<file path="src/rtl/alu_pkg.sv">
// Shared opcodes and FSM state type for the shared-ALU arbiter.
package alu_pkg;

    localparam logic [2:0] ALU_AND = 3'd0;
    localparam logic [2:0] ALU_OR  = 3'd1;
    localparam logic [2:0] ALU_ADD = 3'd2;
    localparam logic [2:0] ALU_SUB = 3'd6;
    localparam logic [2:0] ALU_SLE = 3'd7;

    typedef enum logic {
        IDLE = 1'b0,
        HOLD = 1'b1
    } state_e;

endpackage

</file>
<file path="src/rtl/alu_share_arbiter_if.sv">
// Request/response bundle between the two requesters and the shared-ALU arbiter.
interface alu_share_arbiter_if #(parameter int WIDTH = 32);

    logic             req0_valid;
    logic             req0_ready;
    logic [WIDTH-1:0] req0_a;
    logic [WIDTH-1:0] req0_b;
    logic [2:0]       req0_ctrl;
    logic             req1_valid;
    logic             req1_ready;
    logic [WIDTH-1:0] req1_a;
    logic [WIDTH-1:0] req1_b;
    logic [2:0]       req1_ctrl;
    logic             rsp0_valid;
    logic             rsp0_ready;
    logic             rsp1_valid;
    logic             rsp1_ready;
    logic [WIDTH-1:0] rsp_result;
    logic             rsp_zero;
    logic             busy;

    modport master (
        output req0_valid, req0_a, req0_b, req0_ctrl,
        output req1_valid, req1_a, req1_b, req1_ctrl,
        output rsp0_ready, rsp1_ready,
        input  req0_ready, req1_ready, rsp0_valid, rsp1_valid,
        input  rsp_result, rsp_zero, busy
    );

    modport slave (
        input  req0_valid, req0_a, req0_b, req0_ctrl,
        input  req1_valid, req1_a, req1_b, req1_ctrl,
        input  rsp0_ready, rsp1_ready,
        output req0_ready, req1_ready, rsp0_valid, rsp1_valid,
        output rsp_result, rsp_zero, busy
    );

endinterface

</file>
<file path="src/rtl/alu_share_arbiter_alu.sv">
// Combinational ALU shared by both requesters; unknown opcodes yield zero.
module alu
    import alu_pkg::*;
#(
    parameter int WIDTH = 32
) (
    input  logic [WIDTH-1:0] Read_data_1,
    input  logic [WIDTH-1:0] Data_2,
    input  logic [2:0]       ALU_control,
    output logic [WIDTH-1:0] Result,
    output logic             Zero_flag
);

    always_comb begin
        Result = '0;
        case (ALU_control)
            ALU_AND: Result = Read_data_1 & Data_2;
            ALU_OR:  Result = Read_data_1 | Data_2;
            ALU_ADD: Result = Read_data_1 + Data_2;
            ALU_SUB: Result = Read_data_1 - Data_2;
            ALU_SLE: Result = (Read_data_1 > Data_2) ? '0 : {{(WIDTH-1){1'b0}}, 1'b1};
            default: Result = '0;
        endcase
        Zero_flag = (Result == '0);
    end

endmodule

</file>
<file path="src/rtl/alu_share_arbiter.sv">
// Arbitrates two valid/ready requesters onto one ALU and returns a registered
// result to the granted port only.
//   state | meaning
//   IDLE  | no result held, any valid request is accepted
//   HOLD  | result held for owner until its rsp_ready
module alu_share_arbiter
    import alu_pkg::*;
#(
    parameter int WIDTH = 32,
    parameter bit RR_EN = 1'b1
) (
    input logic                 clk,
    input logic                 rst_n,
    alu_share_arbiter_if.slave  bus
);

    state_e           state_q, state_d;
    logic             owner_q, owner_d;
    logic             rr_ptr_q, rr_ptr_d;
    logic [WIDTH-1:0] result_q, result_d;
    logic             zero_q, zero_d;

    logic             pick1;
    logic             owner_ready;
    logic             can_accept;
    logic             accept;
    logic [WIDTH-1:0] alu_a, alu_b, alu_result;
    logic [2:0]       alu_ctrl;
    logic             alu_zero;

    // Ready is a function of valids and held state only, never of ready itself.
    always_comb begin
        pick1       = bus.req1_valid & (~bus.req0_valid | (RR_EN & rr_ptr_q));
        owner_ready = owner_q ? bus.rsp1_ready : bus.rsp0_ready;
        can_accept  = (state_q == IDLE) | ((state_q == HOLD) & owner_ready);
        bus.req0_ready = can_accept & bus.req0_valid & ~pick1;
        bus.req1_ready = can_accept & pick1;
        accept      = can_accept & (bus.req0_valid | bus.req1_valid);
        alu_a       = pick1 ? bus.req1_a    : bus.req0_a;
        alu_b       = pick1 ? bus.req1_b    : bus.req0_b;
        alu_ctrl    = pick1 ? bus.req1_ctrl : bus.req0_ctrl;
    end

    alu #(.WIDTH(WIDTH)) u_alu (
        .Read_data_1 (alu_a),
        .Data_2      (alu_b),
        .ALU_control (alu_ctrl),
        .Result      (alu_result),
        .Zero_flag   (alu_zero)
    );

    always_comb begin
        state_d  = state_q;
        owner_d  = owner_q;
        rr_ptr_d = rr_ptr_q;
        result_d = result_q;
        zero_d   = zero_q;
        case (state_q)
            IDLE: begin
                if (accept) state_d = HOLD;
            end
            HOLD: begin
                if (!accept && owner_ready) state_d = IDLE;
            end
            default: state_d = IDLE;
        endcase
        // Last winner loses the next tie.
        if (accept) begin
            owner_d  = pick1;
            rr_ptr_d = ~pick1;
            result_d = alu_result;
            zero_d   = alu_zero;
        end
    end

    always_ff @(posedge clk or negedge rst_n) begin
        if (!rst_n) begin
            state_q  <= IDLE;
            owner_q  <= 1'b0;
            rr_ptr_q <= 1'b0;
            result_q <= '0;
            zero_q   <= 1'b0;
        end else begin
            state_q  <= state_d;
            owner_q  <= owner_d;
            rr_ptr_q <= rr_ptr_d;
            result_q <= result_d;
            zero_q   <= zero_d;
        end
    end

    always_comb begin
        bus.rsp0_valid = (state_q == HOLD) & ~owner_q;
        bus.rsp1_valid = (state_q == HOLD) & owner_q;
        bus.rsp_result = result_q;
        bus.rsp_zero   = zero_q;
        bus.busy       = (state_q == HOLD);
    end

endmodule

</file>
<file path="src/flat_wrapper.sv">
// flat-port wrapper written by rule: the top's interface ports become plain ports
module alu_share_arbiter_flat import alu_pkg::*;
#(
    parameter int WIDTH = 32,
    parameter bit RR_EN = 1'b1
)
  (clk, rst_n, bus_req0_valid, bus_req0_a, bus_req0_b, bus_req0_ctrl, bus_req1_valid, bus_req1_a, bus_req1_b, bus_req1_ctrl, bus_rsp0_ready, bus_rsp1_ready, bus_req0_ready, bus_req1_ready, bus_rsp0_valid, bus_rsp1_valid, bus_rsp_result, bus_rsp_zero, bus_busy);
  alu_share_arbiter_if #(.WIDTH(WIDTH)) bus_i ();
  input logic clk;
  input logic rst_n;
  input wire logic [$bits(bus_i.req0_valid)-1:0] bus_req0_valid;
  input wire logic [$bits(bus_i.req0_a)-1:0] bus_req0_a;
  input wire logic [$bits(bus_i.req0_b)-1:0] bus_req0_b;
  input wire logic [$bits(bus_i.req0_ctrl)-1:0] bus_req0_ctrl;
  input wire logic [$bits(bus_i.req1_valid)-1:0] bus_req1_valid;
  input wire logic [$bits(bus_i.req1_a)-1:0] bus_req1_a;
  input wire logic [$bits(bus_i.req1_b)-1:0] bus_req1_b;
  input wire logic [$bits(bus_i.req1_ctrl)-1:0] bus_req1_ctrl;
  input wire logic [$bits(bus_i.rsp0_ready)-1:0] bus_rsp0_ready;
  input wire logic [$bits(bus_i.rsp1_ready)-1:0] bus_rsp1_ready;
  output wire logic [$bits(bus_i.req0_ready)-1:0] bus_req0_ready;
  output wire logic [$bits(bus_i.req1_ready)-1:0] bus_req1_ready;
  output wire logic [$bits(bus_i.rsp0_valid)-1:0] bus_rsp0_valid;
  output wire logic [$bits(bus_i.rsp1_valid)-1:0] bus_rsp1_valid;
  output wire logic [$bits(bus_i.rsp_result)-1:0] bus_rsp_result;
  output wire logic [$bits(bus_i.rsp_zero)-1:0] bus_rsp_zero;
  output wire logic [$bits(bus_i.busy)-1:0] bus_busy;
  assign bus_i.req0_valid = bus_req0_valid;
  assign bus_i.req0_a = bus_req0_a;
  assign bus_i.req0_b = bus_req0_b;
  assign bus_i.req0_ctrl = bus_req0_ctrl;
  assign bus_i.req1_valid = bus_req1_valid;
  assign bus_i.req1_a = bus_req1_a;
  assign bus_i.req1_b = bus_req1_b;
  assign bus_i.req1_ctrl = bus_req1_ctrl;
  assign bus_i.rsp0_ready = bus_rsp0_ready;
  assign bus_i.rsp1_ready = bus_rsp1_ready;
  assign bus_req0_ready = bus_i.req0_ready;
  assign bus_req1_ready = bus_i.req1_ready;
  assign bus_rsp0_valid = bus_i.rsp0_valid;
  assign bus_rsp1_valid = bus_i.rsp1_valid;
  assign bus_rsp_result = bus_i.rsp_result;
  assign bus_rsp_zero = bus_i.rsp_zero;
  assign bus_busy = bus_i.busy;
  alu_share_arbiter #(.WIDTH(WIDTH), .RR_EN(RR_EN)) u_core (.clk(clk), .rst_n(rst_n), .bus(bus_i));
endmodule
</file>
<file path="config.mk">
export PLATFORM = sky130hd
export DESIGN_NAME = alu_share_arbiter_flat
export DESIGN_NICKNAME = d
export VERILOG_FILES = /design/src/rtl/alu_pkg.sv /design/src/rtl/alu_share_arbiter_if.sv /design/src/rtl/alu_share_arbiter_alu.sv /design/src/rtl/alu_share_arbiter.sv /design/src/flat_wrapper.sv
export SDC_FILE = /design/constraint.sdc
export NUM_CORES = 1
export LEC_CHECK = 0
export ABC_AREA = 0
export BUFFER_PORTS_ARGS = -buffer_cell sky130_fd_sc_hd__buf_2
export CAP_MARGIN = 10
export CORE_MARGIN = 2
export CORE_UTILIZATION = 40
export CTS_CLUSTER_DIAMETER = 120
export DETAILED_ROUTE_END_ITERATION = 10
export GPL_TIMING_DRIVEN = 0
export HOLD_SLACK_MARGIN = 0.03
export SYNTH_ARGS = -nofsm -noshare
export SYNTH_HDL_FRONTEND = slang
export SYNTH_HIERARCHICAL = 1
export SYNTH_SLANG_ARGS = --single-unit
</file>
<file path="constraint.sdc">
create_clock -name clk -period 5.75 [get_ports clk]
set_input_delay 0 -clock clk [delete_from_list [all_inputs] [get_ports clk]]
set_output_delay 0 -clock clk [all_outputs]
set_load 0.03 [all_outputs]
</file>
==> run metrics <==
status finished, final reports clean; met3 WL post-DR around 2000 µm; Power Dens Cells about 320 mW/mm²; Worst path most repeated cell buf_2; drt initial violations around 640; Final Routed Wirelength 24660 µm; nets@finish about 1400; Core Region 0.01802 mm²; CP Cell Sequence nand2b_1 > nand2_4 > buf_2 > mux2_2 > buf_2 > buf_2 > o21ai_0 > a41oi_1 > or4_1 > a2111oi_2 > and4bb_1 > nand4bb_1 > or4_1 > or4b_1 > nor4_1 > and4b_1 > mux2_4; global-route wire length before repair about 38000 µm; crit path kind reg -> reg; syn_area_per_cell between 7 and 8 µm²; grt ovf 0; Die X about 140 µm; # fillers 1867; WL met2 about 11000 µm; Crit path required time about 6 ns; # diodes 0; H-tree depth 2; worst skew pair latency ~0.28 ns; routability cong. a little under 1; Crit path max-delay family simple AND/OR/NAND/NOR gates; Sw Share between 50% and 60%; worst slew pin tran just under 0.8 ns; RSZ-0062 raised after global routing false; CTS tree yes; commonest non-fill, non-tap cell in the layout buf_2; area of the die about 0.02 mm²; Startpoint Class register; IO buf count 177; Metal-1 WL approximately 12000 µm; Synthesized Nets between 1000 and 1500; Cell Area, Placed roughly 0.0086 mm²; CP startpoint u_core/rr_ptr_q; min Tclk post-route about 5.6 ns; row count a little under 50; Clk pin slew, worst setup/hold paths roughly 0.050 ns; total CTS buffers 5; CP bufs+invs 3; Psw 1.436 mW; Fmax approximately 180 MHz; Clk pwr share between 10% and 20%; chip height 139.9 µm; routed vias/inst around 5.7; part of the power in registers 15.0%; largest net degree at the start of global routing 37; Layout area overhead 19.15%; DR WL/cell approximately 18 µm; Hold Path Origin bus_req1_valid; Hold Path Class in -> reg; vias in the first global route between 7000 and 8000; FFs w/ async S/R, synth 100.0%; Final setup viols 0; most frequent cells in the layout buf_2 (189), inv_1 (113), ha_1 (99); DR vias about 7600; Static Leak around 4.3 nW; setup TNS 0 ns; final hold viol count 0; Final Skew roughly 0.006 ns; Cell Int Power between 1 and 1.5 mW; DP HPWL between 20000 and 25000 µm; layout cells sized above 1 a little over 30%; initial antenna violation count 0; design area around 0.009 mm²; Synth Register Bits 36; peak supply drop between 0.3 and 0.4 mV; maximum clock path buffer count 2; max_cap viols 0; CTS Sinks 36; clock root buffer clkbuf_16; Synth Warn # 6; Worst path max stage delay approximately 0.56 ns; DRC errors left 0; First-pass DRT Iterations 8; total I/O pin count between 150 and 200; number of synthesized flops with an enable pin 0; max_slew headroom between 40% and 50%; register area share after synthesis 12.20%; period utilization a little over nine tenths; worst-path fanout max 10; number of routed nets with antenna violations 0; area of the mapped netlist ~0.0074 mm²; Top Metal Used met4; Slew Viols, Final 0; top_reg_cell synth dfrtp_1; CP max-delay cell or4_1; Gate power share around three quarters; reg-to-reg startpoint u_core/rr_ptr_q; starting density of the core 40.97%; Post-Syn Instances about 900; number of library cell types mapped by synthesis 81; Critical Path Sink Type register; crit path DAT around 5.8 ns; total track usage between 20% and 30%
## timing repair
| action | CTS | global route |
|---|---|---|
| setup endpoints to repair | 1 | 1 |
| setup buffers | 0 | 0 |
| hold endpoints to repair | 37 | 0 |
| gates resized for setup | 1 | 14 |
| hold buffers | 3 | 0 |
## metal layers
layer	vias up	global-route usage [%]
met1	3548	36.81
met5	-	0
met4	0	3.368
li1	3704	-
met3	20	2.512
met2	360	37.56
## area by class of cell
| cell class | instances | area (µm²) | area share [%] |
|---|---|---|---|
| Sequential cell | 36 | 900.9 | 10.24 |
| Clock buffer | 7 | 152.6 | 1.735 |
| Timing Repair Buffer | 180 | 915.9 | 10.41 |
| Buffer | 48 | 255.2 | 2.901 |
| Multi-Input combinational cell | 725 | 5826 | 66.21 |
| Clock inverter | 1 | 30.03 | 0.3413 |
| Inverter | 115 | 431.7 | 4.906 |
| Tap cell | 229 | 286.5 | 3.257 |
## worst min-delay path, stage by stage
cell and delay (ns):
buf_2 0.13, a31oi_1 0.13, a21oi_1 0.05
## worst paths after layout
| kind | end | slack (ns) | depth (start not counted) |
|---|---|---|---|
| max | u_core/bus.rsp_zero | 0.19 | 17 |
| min | u_core/owner_q | 0.08 | 3 |
| max reg2reg | u_core/bus.rsp_zero | 0.19 | 17 |
| min reg2reg | u_core/bus.rsp_result[6] | 0.51 | 1 |
| max in group asynchronous | u_core/bus.rsp_result[28] | 4.90 | 2 |
| min in group asynchronous | u_core/bus.rsp_result[29] | 0.34 | 2 |
## metrics by stage
step           hold slack, ns  setup slack, ns  instances  power, mW  utilization (%)
6_report              0.08154           0.1873       1341      2.838            48.81
2_1_floorplan         -0.2956           0.7996        924      1.906                -
4_1_cts               0.06202         0.006230       1341      2.810            48.67
3_5_place_dp           0.1230          0.01574       1330      2.471            47.47
3_3_place_gp           0.1189        0.0007292       1330      2.462            47.47
5_1_grt                0.1298          0.01412       1341      3.037            48.81
## logic make-up (layout without fill, tap and decap cells)
kind of cell / count (synthesis) / after routing / share of synthesized area [%]
compound gates: 262 / 262 / 23.79
xor+xnor: 27 / 27 / 3.202
fa+ha+maj: 101 / 101 / 17.32
buf+inv: 163 / 351 / 9.065
flops: 36 / 36 / 12.20
mux: 123 / 123 / 19.96
simple gates: 212 / 212 / 14.47
## cells in the mapped netlist (4+ instances only)
cell type,count,area (µm²)
a2111oi_0,8,70.07
a211oi_1,12,90.09
a21boi_0,7,52.55
a21o_1,7,52.55
a21oi_1,69,345.3
a311oi_1,4,35.03
a31oi_1,13,81.33
and2_1,7,43.79
buf_1,4,15.01
buf_2,16,80.08
buf_6,5,56.30
clkbuf_1,23,86.33
dfrtp_1,36,900.9
ha_1,99,1239
inv_1,113,424.2
mux2_2,71,799.5
mux2_4,30,450.4
mux2i_1,21,210.2
nand2_1,58,217.7
nand2b_1,6,37.54
nand3_1,16,80.08
nand4_1,10,62.56
nor2_1,48,180.2
nor2b_1,10,62.56
nor3_1,15,75.07
nor4_1,13,81.33
o211ai_1,14,105.1
o21ai_0,49,245.2
o21bai_1,5,37.54
o22ai_1,14,87.58
o31a_1,4,35.03
o31ai_1,12,90.09
or2_2,8,50.05
or4_1,5,37.54
xnor2_1,24,210.2
## registers in the layout, summed over array words and instances, names as in the netlist
name	cells
u_core/rr_ptr_q	1
u_core/bus.rsp_result	32
u_core/bus.busy	1
u_core/bus.rsp_zero	1
u_core/owner_q	1
## power by group through the flow
stage               clock (mW)  sequential, mW  combinational (mW)
global route             0.340           0.438                2.26
CTS                      0.330           0.424                2.06
detailed placement           0           0.428                2.04
finish                   0.324           0.424                2.09
floorplan                    0           0.609                1.30
global placement             0           0.423                2.04
Note: power is estimated with default switching activity, not from simulation.
